## config.mk

```make
export PLATFORM = sky130hd
export DESIGN_NAME = sram_port_arbiter
export DESIGN_NICKNAME = d
export VERILOG_FILES = /design/src/rtl/sram_port_arbiter_pkg.sv /design/src/rtl/sram_port_arbiter_arb_rsp_hold.sv /design/src/rtl/sram_port_arbiter.sv
export SDC_FILE = /design/constraint.sdc
export NUM_CORES = 1
export LEC_CHECK = 0
export ABC_AREA = 1
export CORE_MARGIN = 3
export CORE_UTILIZATION = 34
export CTS_BUF_LIST = sky130_fd_sc_hd__clkbuf_8
export CTS_CLUSTER_SIZE = 24
export DETAILED_ROUTE_END_ITERATION = 10
export GPL_TIMING_DRIVEN = 0
export PLACE_DENSITY = 0.87
export SLEW_MARGIN = 10
export SYNTH_ARGS = -nofsm -noshare
export SYNTH_HDL_FRONTEND = slang
export SYNTH_SLANG_ARGS = --single-unit
export TNS_END_PERCENT = 100
```

## constraint.sdc

```tcl
create_clock -name clk -period 2.1 [get_ports clk]
set_input_delay 0.42 -clock clk [delete_from_list [all_inputs] [get_ports clk]]
set_output_delay 0.42 -clock clk [all_outputs]
set_load 0.01 [all_outputs]
```

## src/rtl/sram_port_arbiter_pkg.sv

```systemverilog
// Shared constants for the fetch/load-store SRAM port arbiter.
package sram_port_arbiter_pkg;

    localparam int unsigned ADDR_W  = 32;
    localparam int unsigned DATA_W  = 32;
    localparam int unsigned WEN_W   = 4;
    localparam int unsigned CNT_W   = 4;
    localparam int unsigned OWNER_W = 2;

    // Default number of consecutive lost cycles before fetch is forced through.
    localparam int unsigned STARVE_MAX_DEFAULT = 4;

    // Tag of the read whose data returns next cycle.
    localparam logic [OWNER_W-1:0] OWNER_NONE      = 2'd0;
    localparam logic [OWNER_W-1:0] OWNER_INST      = 2'd1;
    localparam logic [OWNER_W-1:0] OWNER_DATA      = 2'd2;
    localparam logic [OWNER_W-1:0] OWNER_INST_DROP = 2'd3;

    // Fetch addresses are word addresses; the byte offset never reaches the SRAM.
    function automatic logic [ADDR_W-1:0] word_align(input logic [ADDR_W-1:0] addr);
        return addr & ~ADDR_W'(3);
    endfunction

endpackage

```

## src/rtl/sram_port_arbiter_arb_rsp_hold.sv

```systemverilog
// Read-data hold register: passes live data on the response cycle, else the last delivered word.
module arb_rsp_hold
    import sram_port_arbiter_pkg::*;
(
    input  logic              clk,
    input  logic              resetn,
    input  logic              capture,
    input  logic [DATA_W-1:0] d,
    output logic [DATA_W-1:0] q_out
);

    logic [DATA_W-1:0] held;

    // Keep the most recently delivered word.
    always_ff @(posedge clk or negedge resetn) begin
        if (!resetn) begin
            held <= '0;
        end else if (capture) begin
            held <= d;
        end
    end

    // Live data on the response cycle, held word otherwise.
    assign q_out = capture ? d : held;

endmodule

```

## src/rtl/sram_port_arbiter.sv

```systemverilog
// Shares one single-ported SRAM between fetch and load/store with data priority,
// starvation relief for fetch and cancellation of in-flight fetch reads.
module sram_port_arbiter
    import sram_port_arbiter_pkg::*;
#(
    parameter int unsigned STARVE_MAX = STARVE_MAX_DEFAULT
) (
    input  logic              clk,
    input  logic              resetn,
    input  logic              inst_req,
    input  logic [ADDR_W-1:0] inst_addr,
    input  logic              inst_cancel,
    output logic              inst_grant,
    output logic              inst_rvalid,
    output logic [DATA_W-1:0] inst_rdata,
    input  logic              data_req,
    input  logic [WEN_W-1:0]  data_wen,
    input  logic [ADDR_W-1:0] data_addr,
    input  logic [DATA_W-1:0] data_wdata,
    output logic              data_grant,
    output logic              data_rvalid,
    output logic [DATA_W-1:0] data_rdata,
    output logic              sram_en,
    output logic [WEN_W-1:0]  sram_wen,
    output logic [ADDR_W-1:0] sram_addr,
    output logic [DATA_W-1:0] sram_wdata,
    input  logic [DATA_W-1:0] sram_rdata
);

    logic               starved_c;
    logic               inst_win_c;
    logic               data_win_c;
    logic [CNT_W-1:0]   starve_cnt;
    logic [CNT_W-1:0]   starve_cnt_next;
    logic [OWNER_W-1:0] owner;
    logic [OWNER_W-1:0] owner_next;

    // Same-cycle arbitration; nothing is granted while reset is asserted.
    always_comb begin
        starved_c  = (starve_cnt == CNT_W'(STARVE_MAX));
        inst_win_c = resetn && inst_req && (!data_req || starved_c);
        data_win_c = resetn && data_req && !inst_win_c;
    end

    assign inst_grant = inst_win_c;
    assign data_grant = data_win_c;

    // Winner drives the SRAM port; fetch is always a word read.
    always_comb begin
        sram_en    = 1'b0;
        sram_wen   = '0;
        sram_addr  = '0;
        sram_wdata = '0;
        if (inst_win_c) begin
            sram_en   = 1'b1;
            sram_addr = word_align(inst_addr);
        end else if (data_win_c) begin
            sram_en    = 1'b1;
            sram_wen   = data_wen;
            sram_addr  = data_addr;
            sram_wdata = data_wdata;
        end
    end

    // Next owner tag and starvation count from this cycle's grant.
    always_comb begin
        owner_next      = OWNER_NONE;
        starve_cnt_next = '0;
        if (inst_win_c) begin
            owner_next = inst_cancel ? OWNER_INST_DROP : OWNER_INST;
        end else if (data_win_c && (data_wen == '0)) begin
            owner_next = OWNER_DATA;
        end
        if (inst_req && !inst_win_c) begin
            starve_cnt_next = starved_c ? starve_cnt : starve_cnt + CNT_W'(1);
        end
    end

    // Owner tag and starvation counter state.
    always_ff @(posedge clk or negedge resetn) begin
        if (!resetn) begin
            owner      <= OWNER_NONE;
            starve_cnt <= '0;
        end else begin
            owner      <= owner_next;
            starve_cnt <= starve_cnt_next;
        end
    end

    // A late cancel turns an INST response into a dropped one.
    assign inst_rvalid = (owner == OWNER_INST) && !inst_cancel;
    assign data_rvalid = (owner == OWNER_DATA);

    arb_rsp_hold u_inst_hold (
        .clk     (clk),
        .resetn  (resetn),
        .capture (inst_rvalid),
        .d       (sram_rdata),
        .q_out   (inst_rdata)
    );

    arb_rsp_hold u_data_hold (
        .clk     (clk),
        .resetn  (resetn),
        .capture (data_rvalid),
        .d       (sram_rdata),
        .q_out   (data_rdata)
    );

endmodule

```

Word level (Yosys, flattened, before mapping):

Index checks and enable logic that the tools add are counted.

* output and inout bits: 137
* flip-flop bits (word level): 70
* word-level logic and storage cells: 36
* input bits: 137

* add/sub/neg operators: 1
* eq/ne operators: 4
* multiplexer cells: 15
* reductions and logical operators: 12

Operators by type and width (count)
* 2-to-1 mux 32 bit: 6
* 2-to-1 mux 4 bit: 4
* logical AND 1 bit: 7
* 2-to-1 mux 2 bit: 3
* adder 4 x 1 -> 4 bit (second input constant): 1
* equality test 4 x 3 -> 1 bit (second input constant): 1
* zero test 4 bit: 1
* zero test 1 bit: 3
* equality test 2 x 1 -> 1 bit (second input constant): 1
* equality test 2 bit (second input constant): 1
* 2-to-1 mux 1 bit: 2
* inequality test 2 bit (second input constant): 1
* logical OR 1 bit: 1

Longest topological paths before layout:

Gate-level depths: netlist of the first run.

* depth in word-level cells: 8
* gate-level depth with buffers: 9
* mapped depth without buffers: 7

Modules after synthesis:

From an unflattened synthesis of the first run, not the netlist that was laid out.

* cells, all modules: 501
* area, all modules: 3723.6 um^2

Modules (own cells, without submodules)
* arb_rsp_hold: area each 1292.5 um^2, cells each 136, sequential area each 800.8 um^2, times used 2
* sram_port_arbiter: area each 1138.6 um^2, cells each 229, sequential area each 150.1 um^2, times used 1

Worst setup path before layout of the first run:

Ideal clock, no wire load.

* kind: register to output
* start: register starve_cnt[0]
* end: output sram_wdata[25]
* cell stages (with the launch flop): 10
* data required time: 1.680 ns
* buffers on the path: 2
* setup slack: 0.264 ns
* arrival: 1.416 ns
* cell sequence: dfrtp_1 > inv_1 > ha_1 > nand3_4 > nand2_2 > nand2_4 > nand2_4 > buf_6 > buf_6 > nor2_1

* cells in the longest elaborated chain, start to end: 7

RTL lines
* from (decl): line sram_port_arbiter.sv:33 `logic [CNT_W-1:0] starve_cnt;`
* from (signal assigned): line sram_port_arbiter.sv:86 `starve_cnt <= starve_cnt_next;`
* equality test 4 x 3 -> 1 bit *: line sram_port_arbiter.sv:40 `starved_c = (starve_cnt == CNT_W'(STARVE_MAX));`
* logical OR 1 bit *: line sram_port_arbiter.sv:41 `inst_win_c = resetn && inst_req && (!data_req || starved_c);`
* logical AND 1 bit *: line sram_port_arbiter.sv:41
* zero test 1 bit: line sram_port_arbiter.sv:42 `data_win_c = resetn && data_req && !inst_win_c;`
* logical AND 1 bit: line sram_port_arbiter.sv:42
* 2-to-1 mux 32 bit: line sram_port_arbiter.sv:57 `end else if (data_win_c) begin`
* 2-to-1 mux 32 bit *: line sram_port_arbiter.sv:54 `if (inst_win_c) begin`
* to (decl): line sram_port_arbiter.sv:26 `output logic [DATA_W-1:0] sram_wdata,`

Every way passes the cells marked *; elsewhere a longest branch is shown, timed or not.

Worst setup path after layout of the first run:

* start: input inst_req
* end: output sram_wdata[21]

* cells in the longest elaborated chain, start to end: 6

RTL lines
* from (decl): line sram_port_arbiter.sv:10 `input logic inst_req,`
* logical AND 1 bit * (2 in a row): line sram_port_arbiter.sv:41
* zero test 1 bit: line sram_port_arbiter.sv:42
* logical AND 1 bit: line sram_port_arbiter.sv:42
* 2-to-1 mux 32 bit: line sram_port_arbiter.sv:57
* 2-to-1 mux 32 bit *: line sram_port_arbiter.sv:54

Marks and branches as above.

==> results of run 1 <==
## state kept, by name, indices dropped and copies added, names as in the netlist
name and count:
owner 2, u_inst_hold.held 32, u_data_hold.held 32, starve_cnt 4
## cells in the mapped netlist
cell type	instances	area (um2)
xnor2_1	1	8.76
and2_0	1	6.26
dfrtp_1	70	1750
buf_2	10	50.1
nand2_1	139	522
o21ai_0	64	320
nand3_1	33	165
nand2_4	2	22.5
inv_1	81	304
buf_6	2	22.5
inv_2	1	3.75
nor2_1	44	165
clkbuf_1	11	41.3
ha_1	2	25.0
nand2_2	1	6.26
nand4_1	3	18.8
a21oi_4	1	16.3
nand3_4	1	17.5
buf_4	3	22.5
buf_1	1	3.75
## cells by family (layout without fill, tap and decap cells)
group,count (synthesis),after routing,share of synthesized area (%)
adders and majority gates,2,2,0.716
other,0,1,0
and+or+nand+nor,224,224,26.4
xor gates and xnor gates,1,1,0.251
AOI/OAI and AO/OA,65,65,9.63
buffers and inverters,109,446,12.8
DFF,70,70,50.1
## repair_timing
item / in CTS / in global routing
cloned: 4 / 3
buffers inserted: 28 / 15
pin swaps: 30 / 15
hold buffers: 1 / 0
setup endpoints to repair: 137 / 135
endpoints found under the hold margin: 16 / 0
gates resized for setup: 692 / 189
## stage by stage
step	utilization (%)	setup TNS, ns	setup slack (ns)	instances
2_1_floorplan	-	0	0.264	471
6_report	75.9	-9.95	-0.273	942
4_1_cts	70.8	-7.84	-0.240	925
3_3_place_gp	64.6	-378.26	-3.26	875
3_5_place_dp	64.9	-71.06	-0.787	876
5_1_grt	75.9	-14.79	-0.332	942
## worst max-delay path, delay by kind of cell
| kind | cells | cell delay, ns |
|---|---|---|
| simple gates | 4 | 0.43 |
| buf+inv | 6 | 1.09 |
## metal layers
layer	vias to the layer above	routed length [um]	track usage [%]
met5	-	0	0
met4	0	1040	12.2
met3	69	1270	6.24
met2	257	9300	50.3
met1	2221	6030	28.7
li1	2099	-	-
## cell type report
class	instances	area share, %
Tap cell	133	2.22
Antenna cell	1	0.0334
Clock inverter	6	1.14
Multi-Input combinational cell	292	24.1
Timing Repair Buffer	322	39.0
Buffer	26	4.05
Clock buffer	10	1.84
Inverter	82	4.15
Sequential cell	70	23.4
## power by group
group          internal [W]  total, W  leakage, nW  switching [W]
sequential          0.00166   0.00175        0.872      0.0000972
combinational      0.000944   0.00197         3.04        0.00102
clock              0.000699   0.00121        0.114       0.000507
## how the worst max path moves through the flow
stage               depth (start not counted)  slack [ns]              to                 startpoint
finish                                     10       -0.27  sram_wdata[21]                   inst_req
global route                               10       -0.33    sram_addr[6]  starve_cnt[0]$_DFFE_PN0P_
global placement                            8       -3.26   sram_addr[28]                     resetn
detailed placement                          8       -0.79    sram_addr[4]                     resetn
floorplan                                   9        0.26  sram_wdata[25]  starve_cnt[0]$_DFFE_PN0P_
CTS                                        10       -0.24   sram_addr[21]  starve_cnt[0]$_DFFE_PN0P_
==> flow_metrics.py, run 1 <==
metrics = {
    "yosys": {
        "syn_area_um2": 3490,
        "synth_area_per_cell_um2": 7.42,
        "yosysUniqueCellTypes": 20,
        "synthesis.nets": 610,
        "synth_seq_cells": 70,
        "ys_warn_count": 0,
        "syn_inst": 471,
        "ys_seq_area_share_pct": 50.1,
    },
    "critical_path": {
        "critPathKind": "input port to output pin",
        "r2r_setup_slack_ns": 0.53,
        "r2r_start": "starve_cnt[0]$_DFFE_PN0P_",
        "crit_path_end_kind": "output pin",
        "crit_path_max_fanout": 5,
        "slowest_stage": "clkdlybuf4s50_1",
        "cp_data_required_time_ns": 1.68,
        "slowest_delay_ns": 0.46,
        "cp-start-kind": "input port",
        "crit_chain": "clkdlybuf4s50_1 > nand2_2 > inv_1 > nand2_4 > nand2_4 > buf_4 > buf_8 > buf_4 > nor2_2 > buf_2",
        "r2r-end": "owner[0]$_DFF_PN0_",
        "rr_worst_depth": 9,
        "arrival_ns": 1.95,
    },
    "detailed_routing": {
        "viasPerCell": 4.93,
        "drt_wl_total_mm": 17.6,
        "drt_pass1_iterations": 5,
        "wl_per_cell_um": 18.7,
        "postRouteAntennaNets": 0,
        "drc": 0,
        "dr.first_iter.drc_count": 262,
        "vias": 4646,
    },
    "final_layout": {
        "area_delta_synth_final_pct": 114,
        "drive_above_1_share_pct": 43.3,
        "num-fill-cells": 664,
        "layout.nets": 942,
        "final_area_um2": 7480,
        "seqCellArea_um2": 1750,
        "multi_input_area_um2": 1810,
        "layout_common_cells": "131 x clkdlybuf4s50_1, 90 x nand2_1, 79 x inv_1",
        "mostFrequentLayoutCell": "clkdlybuf4s50_1",
    },
    "place": {
        "dpl.hpwl_mm": 11.8,
        "port_buffers": 271,
        "gp_congestion": 0.887,
        "place_area_um2": 6400,
    },
    "timing": {
        "worst_slack_ns": -0.273,
        "holdWs_ns": 0.0263,
        "rsz0062_at_grt": "yes",
        "slew_viol_final": 0,
        "hold_viol": 0,
        "fin_crit_ns": 2.37,
        "finClkSkew_ns": 0.0132,
        "post-route-period-util_pct": 113,
        "max_clock_freq_mhz": 421,
        "tightest_slew_ns": 0.785,
        "setup_viol_count_final": 70,
        "slew-limit-headroom_pct": 47.5,
    },
    "pwr": {
        "p_leak_nw": 4.03,
        "power.total_w": 0.00493,
        "ir_drop_v": 0.000372,
        "power_density_nw_per_um2": 658,
    },
    "global_routing": {
        "antenna_found_initial": 1,
        "grt_max_degree": 29,
        "track_usage_pct": 27.0,
        "grt_overflow_total": 0,
        "grt_pass1_vias": 4552,
        "grt_pass1_wl_mm": 24.0,
    },
    "clock_tree": {
        "cts-root-buf": "clkbuf_8",
        "clockBufferDepth": 2,
        "cts_made_buffers": 9,
        "clock_sinks": 70,
        "path_clk_slew_ns": 0.08,
        "cts_tree": "built",
        "clock_latency_ns": 0.34,
        "htree_levels": 3,
    },
    "job": {
        "cap_violations": 0,
    },
    "die": {
        "initial_core_util_pct": 35.4,
        "num_io_pins": 274,
        "die-height_um": 107,
        "dieArea_um2": 11500,
        "die_w_um": 107,
        "rows": 36,
        "core_area_um2": 9860,
    },
    "run_status": {
        "outcome": "finished with violations",
        "violations": "negative setup slack",
    },
    "min_path": {
        "holdCritPathClass": "input port to async pin",
    },
}
Power figures use the tool's default switching activity.
==> run 2, diff against run 1 <==
--- a/config.mk
+++ b/config.mk
@@ -5,9 +5,8 @@
 export SDC_FILE = /design/constraint.sdc
 export NUM_CORES = 1
 export LEC_CHECK = 0
-export ABC_AREA = 1
 export CORE_MARGIN = 3
-export CORE_UTILIZATION = 34
+export CORE_UTILIZATION = 33
 export CTS_BUF_LIST = sky130_fd_sc_hd__clkbuf_8
 export CTS_CLUSTER_SIZE = 24
 export DETAILED_ROUTE_END_ITERATION = 10
==> run 2 against run 1 <==
  * The run still ends with negative setup slack left
  * Register-to-register slack got worse by 0.29 ns
  * Design area rose by 4.5%
  * Utilization rose by 6.8 points
  * Area after synthesis fell by 6.3%
  * Setup slack got worse by 0.096 ns
  * Total power rose by 18%
  * Clock skew rose by 0.00070 ns
  * Non-clock buffer count rose by 25
  * Sequential power rose by 5%
  * Global-route usage rose by 2.4 points
  * Count of clock-buffer cells in the layout fell by 1
  * Sequential cell count did not move
  * Highest routed layer unchanged
==> flow_metrics.py, run 2 <==
metrics = {
    "timing": {
        "rsz0062_at_grt": "yes",
        "slew-limit-headroom_pct": 48.0,
        "worst_slack_ns": -0.369,
        "max_clock_freq_mhz": 405,
        "fin_crit_ns": 2.47,
        "slew_viol_final": 0,
        "post-route-period-util_pct": 118,
        "setup_viol_count_final": 133,
        "tightest_slew_ns": 0.778,
        "finClkSkew_ns": 0.0139,
        "hold_viol": 0,
    },
    "pwr": {
        "power.total_w": 0.00581,
        "power_density_nw_per_um2": 742,
        "pwr-share-comb_pct": 47.5,
        "ir_drop_v": 0.000407,
        "p_leak_nw": 3.74,
        "netSwitchingFraction_pct": 30.2,
        "clock_power_share_pct": 20.9,
        "pwr-share-seq_pct": 31.5,
        "p_switching_w": 0.00175,
        "p_int_w": 0.00406,
    },
    "global_routing": {
        "grt_max_degree": 31,
        "grt_pass1_wl_mm": 24.6,
        "track_usage_pct": 29.3,
        "antenna_found_initial": 0,
        "grt_overflow_total": 0,
        "grt_pass1_vias": 3808,
    },
    "place": {
        "pre_cts_slack_ns": -1.02,
        "port_buffers": 271,
        "dpl.hpwl_mm": 11.0,
        "gp_congestion": 0.856,
    },
    "die": {
        "rows": 35,
        "initial_core_util_pct": 34.6,
        "die-height_um": 106,
        "die_w_um": 106,
        "dieArea_um2": 11200,
        "core_area_um2": 9460,
        "num_io_pins": 274,
    },
    "clock_tree": {
        "cts_tree": "built",
        "cts_made_buffers": 9,
        "cts-root-buf": "clkbuf_8",
        "clock_sinks": 70,
        "htree_levels": 3,
        "path_clk_slew_ns": 0.08,
        "clockBufferDepth": 2,
        "clock_latency_ns": 0.35,
    },
    "final_layout": {
        "diodes": 0,
        "utilization_pct": 82.7,
        "mostFrequentLayoutCell": "buf_6",
        "layout_common_cells": "149 x buf_6, 131 x clkdlybuf4s50_1, 70 x dfrtp_1",
        "drive_above_1_share_pct": 57.0,
        "reg_top3": "u_data_hold.held x32, u_inst_hold.held x32, starve_cnt x4",
        "layout.nets": 753,
        "area_delta_synth_final_pct": 139,
    },
    "yosys": {
        "synth_top_area_cell": "dfrtp_1",
        "synth_edf_count": 0,
        "synth_seq_cells": 70,
        "synth_area_per_cell_um2": 13.2,
        "synth_commonest_cells": "70 x dfrtp_1, 64 x mux2_2, 38 x and2_1",
        "ys_seq_area_share_pct": 53.5,
        "syn_inst": 248,
        "synthesis.nets": 387,
        "syn_area_um2": 3270,
        "yosysUniqueCellTypes": 27,
        "async_reset_ff_share_pct": 100,
        "netlist_top_cells_area": "dfrtp_1 53%, mux2_2 22%, a22o_1 8.0%, and2_1 7.3%, buf_2 1.4%",
        "ys_warn_count": 0,
        "yosysTopAreaCellShare_pct": 53.5,
        "yosysMostFrequentCell": "dfrtp_1",
        "ys.flop_type": "dfrtp_1",
    },
    "run_status": {
        "outcome": "finished with violations",
        "violations": "negative setup slack",
    },
    "detailed_routing": {
        "dr.first_iter.drc_count": 205,
        "viasPerCell": 5.05,
        "drt_wl_total_mm": 18.9,
        "drt_pass1_iterations": 5,
        "highest_layer": "met4",
        "drt-met1-wl_mm": 6.23,
        "wl_per_cell_um": 25.3,
        "vias": 3772,
        "routed-wl-met2_mm": 10.6,
        "postRouteAntennaNets": 0,
        "drc": 0,
        "met3_wirelength_mm": 1.36,
    },
    "job": {
        "cap_violations": 0,
    },
    "min_path": {
        "holdCritPathClass": "input port to async pin",
    },
    "critical_path": {
        "arrival_ns": 2.05,
        "critPathKind": "flip-flop to output pin",
        "cp-start-kind": "flip-flop",
        "crit_path_max_fanout": 4,
        "cp_data_required_time_ns": 1.68,
        "crit_path_end_kind": "output pin",
    },
}
==> run 2: cell types whose count changed after synthesis, moves of 5 or more <==
cell      change
mux2_2       +64
a22o_1       +30
nand3_1      -31
o21ai_0      -64
and2_1       +38
nor2_1       -43
nand2_1     -138
clkbuf_1      -5
inv_1        -78
==> run 2: worst paths after layout <==
kind,endpoint,startpoint,slack [ns],cells after the start
worst max-delay path,sram_addr[28],starve_cnt[0]$_DFFE_PN0P_,-0.37,9
worst min-delay path,u_inst_hold.held[14]$_DFF_PN0_,resetn,0.05,2
worst max register to register,starve_cnt[2]$_DFFE_PN0P_,starve_cnt[0]$_DFFE_PN0P_,0.24,7
worst min register to register,u_inst_hold.held[9]$_DFF_PN0_,u_inst_hold.held[9]$_DFF_PN0_,0.51,1
max in group asynchronous,u_data_hold.held[12]$_DFF_PN0_,resetn,0.86,2
min in group clk,u_inst_hold.held[9]$_DFF_PN0_,u_inst_hold.held[9]$_DFF_PN0_,0.51,1
==> run 2: layout make-up <==
cell class | instances | area, um2
timing repair buffer | 357 | 3680
inverter | 3 | 11.3
clock inverter | 6 | 86.3
sequential | 70 | 1750
tap | 129 | 161
fill | 515 | 1640
multi-input combinational | 157 | 1770
clock buffer | 9 | 124
buffer | 16 | 239
==> run 2: metal layers <==
metal	GRT usage, %	vias up
met5	0	-
met4	10.2	0
met3	8.08	45
met2	55.6	224
met1	30.8	1889
li1	-	1614
==> run 2: power by group through the flow <==
stage / combinational, W / sequential, W / clock, W
floorplan: 0.000746 / 0.00176 / 0
global placement: 0.00191 / 0.00177 / 0
detailed placement: 0.00197 / 0.00179 / 0
CTS: 0.00239 / 0.00178 / 0.00119
global route: 0.00286 / 0.00185 / 0.00127
finish: 0.00276 / 0.00183 / 0.00121
==> run 2: kinds of logic after synthesis <==
| group | Yosys count | share of synthesized area [%] |
|---|---|---|
| multiplexers | 66 | 22.6 |
| XOR/XNOR | 2 | 0.535 |
| buffers and inverters | 21 | 3.44 |
| adder cells (fa/ha/maj) | 2 | 0.764 |
| AND/OR/NAND/NOR | 51 | 9.71 |
| AO/OA/AOI/OAI | 36 | 9.44 |
| flip-flops | 70 | 53.5 |
==> run 2: timing repair <==
item / CTS / global route
resized for setup: 728 / 156
buffers inserted: 43 / 38
hold buffers: 1 / 0
endpoints found under the hold margin: 16 / 0
cloned: 8 / 5
endpoints found under the setup margin: 137 / 135
pin swaps: 23 / 28
==> run 2: critical path: stages (launching register included) <==
cell and delay, ns:
dfrtp_1 0.40, inv_2 0.08, ha_4 0.14, nand3b_1 0.17, a21oi_4 0.31, buf_8 0.16, buf_6 0.11, buf_6 0.09
a22o_1 0.13, buf_2 0.13
==> run 2: through the flow <==
stage,std cells,hold slack (ns),TNS [ns],cell area (um2)
floorplan,248,0.124,0,3270
global placement,648,0.480,-384.44,6150
detailed placement,649,0.310,-87.82,6170
CTS,714,0.0487,-24.21,7380
global route,747,0.0582,-33.57,7820
finish,747,0.0519,-25.30,7820
==> run 3, diff against run 2 <==
--- a/config.mk
+++ b/config.mk
@@ -5,13 +5,15 @@
 export SDC_FILE = /design/constraint.sdc
 export NUM_CORES = 1
 export LEC_CHECK = 0
-export CORE_MARGIN = 3
-export CORE_UTILIZATION = 33
+export CAP_MARGIN = 30
+export CORE_AREA = 3 3 105 107
 export CTS_BUF_LIST = sky130_fd_sc_hd__clkbuf_8
 export CTS_CLUSTER_SIZE = 24
 export DETAILED_ROUTE_END_ITERATION = 10
+export DIE_AREA = 0 0 108 110
+export DONT_BUFFER_PORTS = 1
 export GPL_TIMING_DRIVEN = 0
-export PLACE_DENSITY = 0.87
+export PLACE_DENSITY = 0.51
 export SLEW_MARGIN = 10
 export SYNTH_ARGS = -nofsm -noshare
 export SYNTH_HDL_FRONTEND = slang
==> constraint.sdc (replaced) <==
create_clock -name clk -period 2.1 [get_ports clk]
set_input_delay 0.525 -clock clk [delete_from_list [all_inputs] [get_ports clk]]
set_output_delay 0.525 -clock clk [all_outputs]
set_load 0.01 [all_outputs]
==> run 3 against run 2 <==
  * The flow finishes with violations (negative hold slack, negative setup slack)
  * Global-route usage fell by 8.2 points
  * Clock skew fell by 0.0039 ns
  * Final cell count fell by 43%
  * Utilization fell by 36 points
  * Combinational power fell by 52%
  * Sequential share of layout area rose by 14 points
  * Non-clock buffer count fell by 327
  * Maximum frequency rose by 4.5%
  * Total power fell by 28%
  * Design area fell by 39%
  * Clock power fell by 12%
  * Via count fell by 39%
==> flow_metrics.py, run 3 (synthesis gave the netlist of run 2 again) <==
metrics = {
    "global_routing": {
        "grt_overflow_total": 0,
        "grt_pass1_wl_mm": 17.5,
        "grt_max_degree": 77,
        "grt_pass1_vias": 2461,
        "antenna_found_initial": 0,
        "track_usage_pct": 21.2,
    },
    "place": {
        "place_area_um2": 3440,
        "port_buffers": 0,
        "dpl.hpwl_mm": 9.79,
        "pre_cts_slack_ns": -0.369,
        "gp_congestion": 0.825,
    },
    "clock_tree": {
        "htree_levels": 3,
        "clock_latency_ns": 0.35,
        "clockBufferDepth": 2,
        "cts_made_buffers": 9,
        "path_clk_slew_ns": 0.07,
        "cts-root-buf": "clkbuf_8",
        "clock_sinks": 70,
        "cts_tree": "built",
    },
    "critical_path": {
        "cp-start-kind": "flip-flop",
        "r2r-end": "starve_cnt[2]$_DFFE_PN0P_",
        "crit_path_end_kind": "output pin",
        "cp_data_required_time_ns": 1.57,
        "r2r_setup_slack_ns": 0.53,
        "cp_common_cell": "buf_8",
        "critPathKind": "flip-flop to output pin",
        "crit_chain": "inv_2 > ha_4 > nand4b_1 > and3_4 > buf_8 > buf_8 > a22o_4",
        "slowest_delay_ns": 0.39,
        "arrival_ns": 1.84,
        "rr_worst_depth": 6,
        "crit_path_start": "starve_cnt[0]$_DFFE_PN0P_",
        "crit_path_max_fanout": 6,
        "r2r_start": "starve_cnt[0]$_DFFE_PN0P_",
        "slowest_stage": "dfrtp_1",
    },
    "pwr": {
        "ir_drop_v": 0.000350,
        "power_density_nw_per_um2": 865,
        "p_leak_nw": 2.22,
    },
    "timing": {
        "tightest_slew_ns": 0.442,
        "setup_viol_count_final": 124,
        "rsz0062_at_grt": "yes",
        "finClkSkew_ns": 0.00994,
        "post-route-period-util_pct": 112,
        "hold_viol": 70,
        "slew-limit-headroom_pct": 70.3,
        "tns_ns": -14.27,
        "worst_slack_ns": -0.262,
        "holdWs_ns": -0.132,
        "max_clock_freq_mhz": 423,
        "slew_viol_final": 0,
        "fin_crit_ns": 2.36,
    },
    "run_status": {
        "violations": "negative hold slack, negative setup slack",
        "outcome": "finished with violations",
    },
    "die": {
        "die-height_um": 110,
        "dieArea_um2": 11900,
        "rows": 37,
        "core_area_um2": 10200,
        "die_w_um": 108,
        "initial_core_util_pct": 32.0,
        "num_io_pins": 274,
    },
    "job": {
        "cap_violations": 0,
    },
    "final_layout": {
        "layout_common_cells": "70 x dfrtp_1, 64 x mux2_4, 38 x and2_4",
        "diodes": 0,
        "final_area_um2": 4810,
        "area_delta_synth_final_pct": 46.8,
        "reg_top3": "u_data_hold.held x32, u_inst_hold.held x32, starve_cnt x4",
        "num-fill-cells": 904,
        "mostFrequentLayoutCell": "dfrtp_1",
        "layout.nets": 426,
        "utilization_pct": 47.0,
        "drive_above_1_share_pct": 66.3,
    },
    "detailed_routing": {
        "dr.first_iter.drc_count": 181,
        "drt_pass1_iterations": 6,
        "drt_wl_total_mm": 13.5,
        "viasPerCell": 5.41,
        "drc": 0,
        "postRouteAntennaNets": 0,
        "vias": 2310,
        "wl_per_cell_um": 31.6,
    },
    "min_path": {
        "holdCritPathClass": "input port to async pin",
    },
}
## run 3: cell type report
cell class	instances	area, um2	share of cell area, %
Buffer	15	229	4.76
Clock buffer	10	138	2.86
Clock inverter	5	51.3	1.07
Inverter	3	11.3	0.234
Multi-Input combinational cell	157	1960	40.9
Sequential cell	70	1750	36.4
Tap cell	136	170	3.54
Timing Repair Buffer	31	490	10.2
## run 3: critical path: cells and delay by family, from the launching register on
family | cells | cell delay (ns)
simple gates | 2 | 0.33
flops | 1 | 0.39
buf+inv | 3 | 0.36
fa+ha+maj | 1 | 0.14
compound gates | 1 | 0.26
## run 3: layer usage
| metal | up-vias | routed length, um | track usage, % |
|---|---|---|---|
| met1 | 1163 | 5370 | 26.5 |
| met4 | 0 | 358 | 8.75 |
| met2 | 165 | 6520 | 33.6 |
| met5 | - | 0 | 0 |
| met3 | 18 | 1240 | 7.16 |
| li1 | 964 | - | - |
## run 3: metrics by stage
stage	std cells	hold slack [ns]	power (W)
after floorplan	248	0.229	0.00250
after global placement	384	0.232	0.00270
after detailed placement	384	0.232	0.00272
after CTS	420	-0.159	0.00414
after global routing	427	-0.157	0.00435
final	427	-0.132	0.00416
## run 3: worst max path at each step
stage / to / slack (ns) / depth (start not counted)
2_1_floorplan: sram_addr[20] / 0.09 / 8
3_3_place_gp: sram_addr[22] / -0.34 / 6
3_5_place_dp: sram_addr[22] / -0.37 / 6
4_1_cts: sram_addr[31] / -0.40 / 8
5_1_grt: sram_addr[18] / -0.36 / 6
6_report: sram_addr[22] / -0.26 / 7
## run 3: timing repair
action | CTS | global route
endpoints found under the hold margin | 70 | 70
setup buffers | 14 | 6
pin swaps | 13 | 33
gates resized for setup | 200 | 31
gates cloned | 7 | 5
endpoints found under the setup margin | 135 | 134
## run 3: power by group
group          leakage [nW]  internal [W]  switching [W]
Combinational          1.27      0.000678       0.000646
Sequential            0.848       0.00168      0.0000986
Clock                0.0993      0.000566       0.000491
